[src/rtl/bram_stim_gen_pkg.sv]
// Shared types and LFSR helpers for the bram stimulus generator.
// Galois right-shift LFSR; taps selected by data width (16 or 32).
package bram_stim_pkg;

  typedef enum logic [1:0] {
    IDLE   = 2'd0,
    FILL   = 2'd1,
    VERIFY = 2'd2,
    RUN    = 2'd3
  } state_t;

  localparam logic [15:0] TAPS_16 = 16'hB400;
  localparam logic [31:0] TAPS_32 = 32'h80200003;

  function automatic logic [31:0] lfsr_next(input int width, input logic [31:0] value);
    logic [31:0] taps;
    taps = (width == 32) ? TAPS_32 : {16'h0000, TAPS_16};
    return value[0] ? ((value >> 1) ^ taps) : (value >> 1);
  endfunction

endpackage

[src/rtl/bram_stim_gen_if.sv]
// Control and bram-facing port bundle; master = generator, slave = bram/controller side.
// Signal names match the bram port list so the slave side wires straight through.
interface bram_stim_gen_if #(
  parameter int A_WID = 11,
  parameter int D_WID = 16
);
  logic             start;
  logic             stop;
  logic [D_WID-1:0] seed;
  logic [7:0]       duty_on;
  logic [7:0]       duty_off;
  logic [A_WID-1:0] wraddr;
  logic [D_WID-1:0] din;
  logic             we;
  logic             porta_en;
  logic             portb_en;
  logic [A_WID-1:0] rdaddr;
  logic [D_WID-1:0] dout;
  logic             busy;
  logic             err;
  logic [15:0]      err_cnt;

  modport master (
    input  start, stop, seed, duty_on, duty_off, dout,
    output wraddr, din, we, porta_en, portb_en, rdaddr, busy, err, err_cnt
  );

  modport slave (
    output start, stop, seed, duty_on, duty_off, dout,
    input  wraddr, din, we, porta_en, portb_en, rdaddr, busy, err, err_cnt
  );
endinterface

[src/rtl/bram_stim_gen_lfsr.sv]
// Seedable Galois LFSR with advance enable; value is registered, resets to 1.
// Load has priority over advance; no backpressure.
module bram_stim_lfsr #(
  parameter int W = 16
) (
  input  logic         clk,
  input  logic         rst,
  input  logic         i_load,
  input  logic [W-1:0] i_seed,
  input  logic         i_adv,
  output logic [W-1:0] o_val
);
  import bram_stim_pkg::*;

  logic [W-1:0] r_val;
  logic [W-1:0] w_next;

  assign w_next = W'(lfsr_next(W, 32'(r_val)));
  assign o_val  = r_val;

  always_ff @(posedge clk or posedge rst) begin
    if (rst)         r_val <= W'(1);
    else if (i_load) r_val <= i_seed;
    else if (i_adv)  r_val <= w_next;
  end
endmodule

[src/rtl/bram_stim_gen.sv]
// bram stimulus generator: LFSR fill, optional readback check (BRAM_STIM_CHECK_EN), duty-cycled toggle loop.
// All bram-facing outputs are registered one cycle behind the state; stop drops enables on the next edge.
module bram_stim_gen #(
  parameter int A_WID  = 11,
  parameter int D_WID  = 16,
  parameter int RD_OFS = 1 << (A_WID - 1)
) (
  input logic              clk,
  input logic              rst,
  bram_stim_gen_if.master  bus
);
  import bram_stim_pkg::*;

  localparam int               CW       = A_WID + 1;
  localparam logic [A_WID-1:0] ADDR_MAX = '1;
  localparam logic [A_WID-1:0] OFS      = A_WID'(RD_OFS);

  state_t           r_state, w_state_nxt;
  logic [CW-1:0]    r_cnt;
  logic [A_WID-1:0] r_wraddr, r_rdaddr, w_wr_next;
  logic [D_WID-1:0] r_din, w_seed_eff, w_wr_lfsr;
  logic             r_we, r_pa, r_pb;
  logic [7:0]       r_don, r_doff;
  logic [8:0]       r_bidx;
  logic             w_start_ok, w_fill_last, w_run_act, w_burst_end, w_run_entry;

  assign w_start_ok  = (r_state == IDLE) && bus.start && !bus.stop;
  assign w_seed_eff  = (bus.seed == '0) ? D_WID'(1) : bus.seed;
  assign w_fill_last = (r_cnt[A_WID-1:0] == ADDR_MAX);
  assign w_wr_next   = r_wraddr + A_WID'(1);
  // Burst index runs 0..duty_on+duty_off-1; a zero-length burst resamples every cycle.
  assign w_run_act   = (r_bidx < {1'b0, r_don});
  assign w_burst_end = ((r_bidx + 9'd1) >= ({1'b0, r_don} + {1'b0, r_doff}));
  assign w_run_entry = (w_state_nxt == RUN) && (r_state != RUN);

  bram_stim_lfsr #(.W(D_WID)) u_wr_lfsr (
    .clk    (clk),
    .rst    (rst),
    .i_load (w_start_ok),
    .i_seed (w_seed_eff),
    .i_adv  ((r_state == FILL) && !bus.stop),
    .o_val  (w_wr_lfsr)
  );

  always_comb begin
    w_state_nxt = r_state;
    case (r_state)
      IDLE:   if (w_start_ok) w_state_nxt = FILL;
`ifdef BRAM_STIM_CHECK_EN
      FILL:   if (w_fill_last) w_state_nxt = VERIFY;
`else
      FILL:   if (w_fill_last) w_state_nxt = RUN;
`endif
      VERIFY: if (r_cnt[A_WID]) w_state_nxt = RUN;
      RUN:    w_state_nxt = RUN;
      default: w_state_nxt = IDLE;
    endcase
    if ((r_state != IDLE) && bus.stop) w_state_nxt = IDLE;
  end

  always_ff @(posedge clk or posedge rst) begin
    if (rst) begin
      r_state  <= IDLE;
      r_cnt    <= '0;
      r_wraddr <= '0;
      r_rdaddr <= '0;
      r_din    <= '0;
      r_we     <= 1'b0;
      r_pa     <= 1'b0;
      r_pb     <= 1'b0;
      r_don    <= '0;
      r_doff   <= '0;
      r_bidx   <= '0;
    end else begin
      r_state <= w_state_nxt;
      r_we    <= 1'b0;
      r_pa    <= 1'b0;
      r_pb    <= 1'b0;
      if (w_start_ok) begin
        r_cnt <= '0;
      end else if (!bus.stop) begin
        case (r_state)
          FILL: begin
            r_we     <= 1'b1;
            r_pa     <= 1'b1;
            r_wraddr <= r_cnt[A_WID-1:0];
            r_din    <= w_wr_lfsr;
            r_cnt    <= w_fill_last ? '0 : r_cnt + CW'(1);
          end
          VERIFY: begin
            // Final count value is the trailing compare-only cycle: no read issued.
            r_pb <= !r_cnt[A_WID];
            if (!r_cnt[A_WID]) r_rdaddr <= r_cnt[A_WID-1:0];
            r_cnt <= r_cnt + CW'(1);
          end
          RUN: begin
            if (w_run_act) begin
              r_we     <= 1'b1;
              r_pa     <= 1'b1;
              r_pb     <= 1'b1;
              r_wraddr <= w_wr_next;
              r_rdaddr <= w_wr_next + OFS;
              r_din    <= ~r_din;
            end
            r_bidx <= w_burst_end ? 9'd0 : r_bidx + 9'd1;
          end
          default: ;
        endcase
      end
      if (w_run_entry || ((r_state == RUN) && w_burst_end)) begin
        r_don  <= bus.duty_on;
        r_doff <= bus.duty_off;
      end
      if (w_run_entry) r_bidx <= '0;
    end
  end

  assign bus.wraddr   = r_wraddr;
  assign bus.rdaddr   = r_rdaddr;
  assign bus.din      = r_din;
  assign bus.we       = r_we;
  assign bus.porta_en = r_pa;
  assign bus.portb_en = r_pb;
  assign bus.busy     = (r_state != IDLE);

`ifdef BRAM_STIM_CHECK_EN
  logic [D_WID-1:0] w_exp_lfsr, r_exp, r_exp_d;
  logic             r_cvld, r_cvld_d, r_err, w_rd_issue, w_mis;
  logic [15:0]      r_err_cnt;

  assign w_rd_issue = (r_state == VERIFY) && !bus.stop && !r_cnt[A_WID];
  assign w_mis      = r_cvld_d && (bus.dout != r_exp_d);

  bram_stim_lfsr #(.W(D_WID)) u_exp_lfsr (
    .clk    (clk),
    .rst    (rst),
    .i_load (w_start_ok),
    .i_seed (w_seed_eff),
    .i_adv  (w_rd_issue),
    .o_val  (w_exp_lfsr)
  );

  // Expected value rides with rdaddr, then one more stage for the bram's rdaddr register.
  always_ff @(posedge clk or posedge rst) begin
    if (rst) begin
      r_exp     <= '0;
      r_exp_d   <= '0;
      r_cvld    <= 1'b0;
      r_cvld_d  <= 1'b0;
      r_err     <= 1'b0;
      r_err_cnt <= '0;
    end else begin
      r_cvld   <= w_rd_issue;
      r_cvld_d <= r_cvld;
      r_exp_d  <= r_exp;
      if (w_rd_issue) r_exp <= w_exp_lfsr;
      if (w_start_ok) begin
        r_err     <= 1'b0;
        r_err_cnt <= '0;
      end else if (w_mis) begin
        r_err <= 1'b1;
        if (r_err_cnt != 16'hFFFF) r_err_cnt <= r_err_cnt + 16'd1;
      end
    end
  end

  assign bus.err     = r_err;
  assign bus.err_cnt = r_err_cnt;
`else
  logic w_unused_dout;
  assign w_unused_dout = ^bus.dout;
  assign bus.err       = 1'b0;
  assign bus.err_cnt   = '0;
`endif
endmodule

[src/flat_wrapper.sv]
// flat-port wrapper written by rule: the top's interface ports become plain ports
module bram_stim_gen_flat import bram_stim_pkg::*;
#(
  parameter int A_WID  = 11,
  parameter int D_WID  = 16,
  parameter int RD_OFS = 1 << (A_WID - 1)
)
  (clk, rst, bus_start, bus_stop, bus_seed, bus_duty_on, bus_duty_off, bus_dout, bus_wraddr, bus_din, bus_we, bus_porta_en, bus_portb_en, bus_rdaddr, bus_busy, bus_err, bus_err_cnt);
  bram_stim_gen_if #(.A_WID(A_WID), .D_WID(D_WID)) bus_i ();
  input logic clk;
  input logic rst;
  input wire logic [$bits(bus_i.start)-1:0] bus_start;
  input wire logic [$bits(bus_i.stop)-1:0] bus_stop;
  input wire logic [$bits(bus_i.seed)-1:0] bus_seed;
  input wire logic [$bits(bus_i.duty_on)-1:0] bus_duty_on;
  input wire logic [$bits(bus_i.duty_off)-1:0] bus_duty_off;
  input wire logic [$bits(bus_i.dout)-1:0] bus_dout;
  output wire logic [$bits(bus_i.wraddr)-1:0] bus_wraddr;
  output wire logic [$bits(bus_i.din)-1:0] bus_din;
  output wire logic [$bits(bus_i.we)-1:0] bus_we;
  output wire logic [$bits(bus_i.porta_en)-1:0] bus_porta_en;
  output wire logic [$bits(bus_i.portb_en)-1:0] bus_portb_en;
  output wire logic [$bits(bus_i.rdaddr)-1:0] bus_rdaddr;
  output wire logic [$bits(bus_i.busy)-1:0] bus_busy;
  output wire logic [$bits(bus_i.err)-1:0] bus_err;
  output wire logic [$bits(bus_i.err_cnt)-1:0] bus_err_cnt;
  assign bus_i.start = bus_start;
  assign bus_i.stop = bus_stop;
  assign bus_i.seed = bus_seed;
  assign bus_i.duty_on = bus_duty_on;
  assign bus_i.duty_off = bus_duty_off;
  assign bus_i.dout = bus_dout;
  assign bus_wraddr = bus_i.wraddr;
  assign bus_din = bus_i.din;
  assign bus_we = bus_i.we;
  assign bus_porta_en = bus_i.porta_en;
  assign bus_portb_en = bus_i.portb_en;
  assign bus_rdaddr = bus_i.rdaddr;
  assign bus_busy = bus_i.busy;
  assign bus_err = bus_i.err;
  assign bus_err_cnt = bus_i.err_cnt;
  bram_stim_gen #(.A_WID(A_WID), .D_WID(D_WID), .RD_OFS(RD_OFS)) u_core (.clk(clk), .rst(rst), .bus(bus_i));
endmodule
[config.mk]
export PLATFORM = sky130hd
export DESIGN_NAME = bram_stim_gen_flat
export DESIGN_NICKNAME = d
export VERILOG_FILES = /design/src/rtl/bram_stim_gen_pkg.sv /design/src/rtl/bram_stim_gen_if.sv /design/src/rtl/bram_stim_gen_lfsr.sv /design/src/rtl/bram_stim_gen.sv /design/src/flat_wrapper.sv
export SDC_FILE = /design/constraint.sdc
export NUM_CORES = 1
export LEC_CHECK = 0
export BUFFER_PORTS_ARGS = -buffer_cell sky130_fd_sc_hd__buf_2
export CAP_MARGIN = 5
export CORE_MARGIN = 1
export CORE_UTILIZATION = 57
export CTS_CLUSTER_DIAMETER = 100
export DETAILED_ROUTE_END_ITERATION = 8
export GPL_TIMING_DRIVEN = 0
export MAX_ROUTING_LAYER = met4
export PLACE_DENSITY = 0.82
export SLEW_MARGIN = 20
export SYNTH_ARGS = -nofsm -noshare
export SYNTH_HDL_FRONTEND = slang
export SYNTH_SLANG_ARGS = --single-unit
[constraint.sdc]
create_clock -name clk -period 6.2 [get_ports clk]
set_input_delay 0 -clock clk [delete_from_list [all_inputs] [get_ports clk]]
set_output_delay 0 -clock clk [all_outputs]
set_load 0.01 [all_outputs]
### Word-level counts from Yosys, hierarchy flattened

Cells that the tools add are included.
W data, S select, Z words.

| storage, ports and cells | value |
|---|---|
| flip-flop bits (word level) | 95 |
| input port bits | 52 |
| output and inout bits | 59 |
| word-level logic and storage cells | 86 |

| operators by class | value |
|---|---|
| $add $sub $neg | 5 |
| $lt $le $gt $ge | 2 |
| eq/ne operators | 11 |
| mux-type cells | 32 |
| bitwise logic cells | 4 |
| reductions and logical operators | 21 |

Operators by type and width:

| cell | count |
|---|---|
| $mux W16 | 5 |
| $mux W9 | 5 |
| $pmux W11 S2 | 2 |
| $mux W12 | 3 |
| $mux W11 | 3 |
| $pmux W16 S2 | 1 |
| $pmux W12 S2 | 1 |
| $logic_not A16 Y1 | 1 |
| $not A16 Y16 | 1 |
| $add A12 B1 Y12 const B | 1 |
| $add A11 B1 Y11 const B | 1 |
| $add A11 B11 Y11 const B | 1 |
| $eq A11 B11 Y1 const B | 1 |
| $reduce_bool A2 Y1 | 5 |
| $add A8 B8 Y9 | 1 |
| $add A9 B1 Y9 const B | 1 |
| $ge A9 B9 Y1 | 1 |
| $lt A9 B8 Y1 | 1 |
| $mux W2 | 4 |
| $ne A2 B1 Y1 const B | 4 |
| $pmux W2 S4 | 1 |
| $eq A2 B2 Y1 const B | 3 |
| $logic_and A1 B1 Y1 | 6 |
| $mux W1 | 5 |
| 13 further kinds | 17 |

### Depth between registers and ports, before layout

| logic depth | value |
|---|---|
| depth after elaboration | 10 |
| gate-level depth with buffers | 15 |
| gate-level depth less buffers | 14 |

### By module

Synthesis repeated with hierarchy kept, for this count alone.

| unflattened totals | value |
|---|---|
| cell total of the unflattened synthesis | 569 |
| area, all modules | 5605.4 µm² |

Modules (own cells, without submodules):

| module | instances | cells an instance | area an instance (µm²) | seq. area each (µm²) |
|---|---|---|---|---|
| bram_stim_gen | 1 | 494 | 4805.9 | 1976.9 |
| bram_stim_lfsr | 1 | 75 | 799.5 | 401.6 |

### Worst setup path before layout

Ideal clock, no wire load.

| timing | value |
|---|---|
| kind | register -> register |
| start point | reg u_core.r_doff[0] |
| end point | reg u_core.r_doff[0] |
| setup time | 125 ps |
| data arrival time | 3022 ps |
| required time | 6075 ps |
| setup slack | 3053 ps |
| stages on the path, launching flop included | 16 |
| buffers on the path | 1 |
| clock period less this slack | 3147 ps |
| cell sequence | dfrtp_1 ha_1 inv_1 fa_1 nor2b_1 o21ai_0 a21oi_1 o31ai_1 a21bo_2 ha_1 a21oi_1 nor2_1 a2111oi_2 a32oi_4 buf_8 mux2_4 |

| between the ends | value |
|---|---|
| cells in the longest elaborated chain, start to end | 4 |

Ends and longest elaborated chain:

| element | line | RTL |
|---|---|---|
| start: declaration | bram_stim_gen.sv:23 | `logic [7:0] r_don, r_doff;` |
| start signal: assignment | bram_stim_gen.sv:112 | `r_doff <= bus.duty_off;` |
| $add A8 B8 Y9 | bram_stim_gen.sv:33 | `assign w_burst_end = ((r_bidx + 9'd1) >= ({1'b0, r_don} + {1'b0, r_doff}));` |
| $ge A9 B9 Y1 | bram_stim_gen.sv:33 |  |
| $logic_and A1 B1 Y1 | bram_stim_gen.sv:110 | `if (w_run_entry \|\| ((r_state == RUN) && w_burst_end)) begin` |
| $logic_or A1 B1 Y1 | bram_stim_gen.sv:110 |  |

No other way between the ends.
A chain may end at the register's enable or synchronous reset.

### Final worst setup path

| timing | value |
|---|---|
| start point | reg u_core.r_don[0] |
| end point | reg u_core.r_doff[7] |

| between the ends | value |
|---|---|
| cells in the longest elaborated chain, start to end | 4 |

Ends and longest elaborated chain:

| element | line | RTL |
|---|---|---|
| start: declaration | bram_stim_gen.sv:23 |  |
| start signal: assignment | bram_stim_gen.sv:111 | `r_don <= bus.duty_on;` |
| $add A8 B8 Y9 | bram_stim_gen.sv:33 |  |
| $ge A9 B9 Y1 | bram_stim_gen.sv:33 |  |
| $logic_and A1 B1 Y1 | bram_stim_gen.sv:110 |  |
| $logic_or A1 B1 Y1 | bram_stim_gen.sv:110 |  |

No other way between the ends.

==> impl_metrics.tcl <==
set metrics [dict create \
    status "finished, violations left" \
    violations "hold timing" \
    drv_cap 0 \
    postCtsSetupBuffers 0 \
    grt_pass1_wl_mm 21.5 \
    fin_crit_sh_pct 58.6 \
    crit_buf_inv 2 \
    critPathLaunchType "register" \
    yosys-top-cells-area "dfrtp_1, ha_1, o21ai_0" \
    rsz0062_at_grt "no" \
    busiest_layer "met2" \
    max_stage_delay_ps 420 \
    gr-usage-met1_pct 33.8 \
    setup_violations 0 \
    vias 4749 \
    drt_wl_total_mm 13.1 \
    netlist_instances 567 \
    post_drt_wl_per_cell_um 15.6 \
    clkPwrFrac_pct 29.0 \
    start_util_pct 59.7 \
    ys_warn_count 0 \
    p_leak_nw 3.19 \
    synth.cells.most_frequent "dfrtp_1, o21ai_0, nand2_1" \
    detail-route-antenna-nets 0 \
    synth_ff_type "dfrtp_1" \
    synth_most_common_cell "dfrtp_1" \
    slew_headroom_pct 52.2 \
    ys_ff_latch 95 \
    clock_path_buffers 2 \
    slowest_stage "a2111oi_2" \
    worstSetupPathType "register to register" \
    grt_pass1_vias 4578 \
    period_needed_ps 3640 \
    drtPass1Iterations 5 \
    post-place-ws_ps 2580 \
    drc_errors 0 \
    die-area_um2 10200 \
    vdd_ir_drop_max_uv 144 \
    cp-end-kind "register" \
    clk_latency_ps 360 \
    root_buffer "clkbuf_8" \
    seqPwrFrac_pct 46.7 \
    fin_skew_ps 10.2 \
    fmax_mhz 275 \
    crit_fanout 10 \
    avgSynthCellArea_um2 9.81 \
    crit_chain "ha_1, inv_1, fa_1, nor2b_1, o21ai_0, a21oi_1, o31ai_1, a21bo_2, ha_1, a21oi_1, nor2_1, a2111oi_2, a32oi_4, buf_8, mux2_4" \
    async_flop_share_pct 100 \
    gp_congestion 0.885 \
    p_int_mw 1.21 \
    power_frac_comb_pct 24.3 \
    cts_max_level 3 \
    antenna_cells 0 \
    netlist_area_um2 5560 \
    yosys.area.top_type "dfrtp_1" \
    hp-class "primary input to register" \
    dieWidth_um 101 \
    timing.final.ws_setup_ps 2560 \
    netSwitchingPower_mw 0.548 \
    grt_use_met2_pct 48.1 \
    worst-slew-pin-transition_ps 715 \
    drive_gt1_share_pct 23.2 \
    power_density_nw_per_um2 260 \
    gr-usage-all-layers_pct 28.1 \
    dp_hpwl_mm 9.08 \
    synth_edf_count 0 \
    hold-worst-slack_ps -11.1 \
    nNetsFinal 783 \
    gr-usage-met3_pct 3.61 \
    num_rows 35 \
    cp_top_family "compound AO/OA/AOI/OAI gates" \
    die_h_um 101 \
    hold_viol_final 1 \
    drt_iter0_markers 238 \
    place_area_um2 6200 \
    portBuffers 77 \
    yosysSeqAreaShare_pct 42.7 \
    power_mw 1.76 \
    grt_overflow_total 0 \
    path_clk_slew_ps 100 \
    crit_required_ps 6440 \
    cts_tree "yes" \
    antenna_found_initial 0 \
    p_sw_share_pct 31.2 \
    drv_slew 0 \
    design_area_um2 6770 \
    setup-tns-final_ps 0 \
    synth.top_cell.area_share_pct 42.3 \
    vias_per_cell 5.67 \
    cts_made_buffers 9 \
    area_growth_syn_to_layout_pct 21.7 \
    synth_cell_types 54 \
    io_pins 111 \
    grt_max_degree 84 \
    cts_sinks 95 \
    worstPathArrival_ps 3880 \
    coreArea_um2 9330 \
]
[cell usage in the layout (no fill, tap or decap), types with 13 or more instances in the layout]
master	netlist	routed
a21oi_1	15	15
buf_4	20	20
nor3_1	16	16
nand2_1	50	50
inv_1	35	34
clkbuf_1	16	16
or3_1	15	15
o21ai_0	60	60
mux2_2	21	21
buf_2	4	81
ha_1	27	27
nor2_1	31	31
dfrtp_1	94	94
dlygate4sd3_1	0	31
conb_1	1	17
mux2i_1	23	23
nand3_1	16	16
xnor2_1	13	13
[power groups by stage]
stage / clock (mW) / sequential (mW) / combinational [mW]
global route: 0.539 / 0.834 / 0.476
CTS: 0.513 / 0.815 / 0.426
detailed placement: 0 / 0.827 / 0.406
finish: 0.510 / 0.820 / 0.427
global placement: 0 / 0.819 / 0.385
floorplan: 0 / 0.825 / 0.263
[worst paths after layout]
kind / startpoint / end / slack [ps] / cells past startpoint
max: u_core.r_don[0] / u_core.r_doff[7] / 2560 / 15
max in group asynchronous: rst / u_core.u_wr_lfsr.o_val[0] / 5450 / 4
min reg2reg: u_core.bus.rdaddr[5] / u_core.bus.rdaddr[5] / 510 / 1
min: bus_seed[11] / u_core.u_wr_lfsr.o_val[11] / -10 / 3
min in group asynchronous: rst / u_core.r_doff[4] / 90 / 3
max reg2reg: u_core.r_don[0] / u_core.r_doff[7] / 2560 / 15
[through the flow]
| stage | instances | hold slack (ps) | utilization (%) |
|---|---|---|---|
| final | 837 | -11.1 | 72.6 |
| after global routing | 837 | 10.7 | 72.6 |
| after CTS | 837 | 0.603 | 72.6 |
| after detailed placement | 790 | -76.4 | 66.5 |
| after global placement | 789 | 231 | 66.2 |
| after floorplan | 583 | 148 | - |
[kinds of logic after synthesis]
family,Yosys count,synth area share (%)
flops,95,42.7
buf+inv,78,6.90
fa+ha+maj,28,6.43
other cells,1,0.0674
compound gates,120,13.7
mux,54,11.1
simple gates,166,15.1
xor+xnor,25,3.94
[sequential cells by signal (all words and copies together) (netlist names), 2 cells and up]
| register | count |
|---|---|
| u_core.r_doff | 8 |
| u_core.r_state | 2 |
| u_core.u_wr_lfsr.o_val | 16 |
| u_core.r_don | 8 |
| u_core.bus.wraddr | 11 |
| u_core.bus.rdaddr | 11 |
| u_core.bus.din | 16 |
| u_core.r_bidx | 9 |
| u_core.r_cnt | 12 |
[worst reg2reg max path: stages, from the launching register on]
cell and delay (ps):
dfrtp_1 410, ha_1 210, inv_1 70, fa_1 190
nor2b_1 50, o21ai_0 230, a21oi_1 160, o31ai_1 320
a21bo_2 270, ha_1 290, a21oi_1 130, nor2_1 70
a2111oi_2 420, a32oi_4 190, buf_8 220, mux2_4 300
[routing by layer]
metal / routed length (um) / part of all wire, %
met1: 5300 / 41
met4: 344 / 2.6
met5: 0 / 0
met3: 545 / 4.2
met2: 6870 / 53
[repair_timing]
| action | in CTS | in global routing |
|---|---|---|
| hold buffers | 31 | 0 |
| endpoints found under the hold margin | 124 | 0 |
| gates resized for setup | 0 | 0 |
[cell type report]
cell class | instances | area (um^2)
fill | 677 | 2560
sequential | 95 | 2380
buffer | 43 | 253
multi-input combinational | 410 | 2860
clock buffer | 11 | 151
clock inverter | 5 | 104
tap | 129 | 161
inverter | 35 | 136
timing repair buffer | 109 | 723
(Power assumes the default switching activity.)
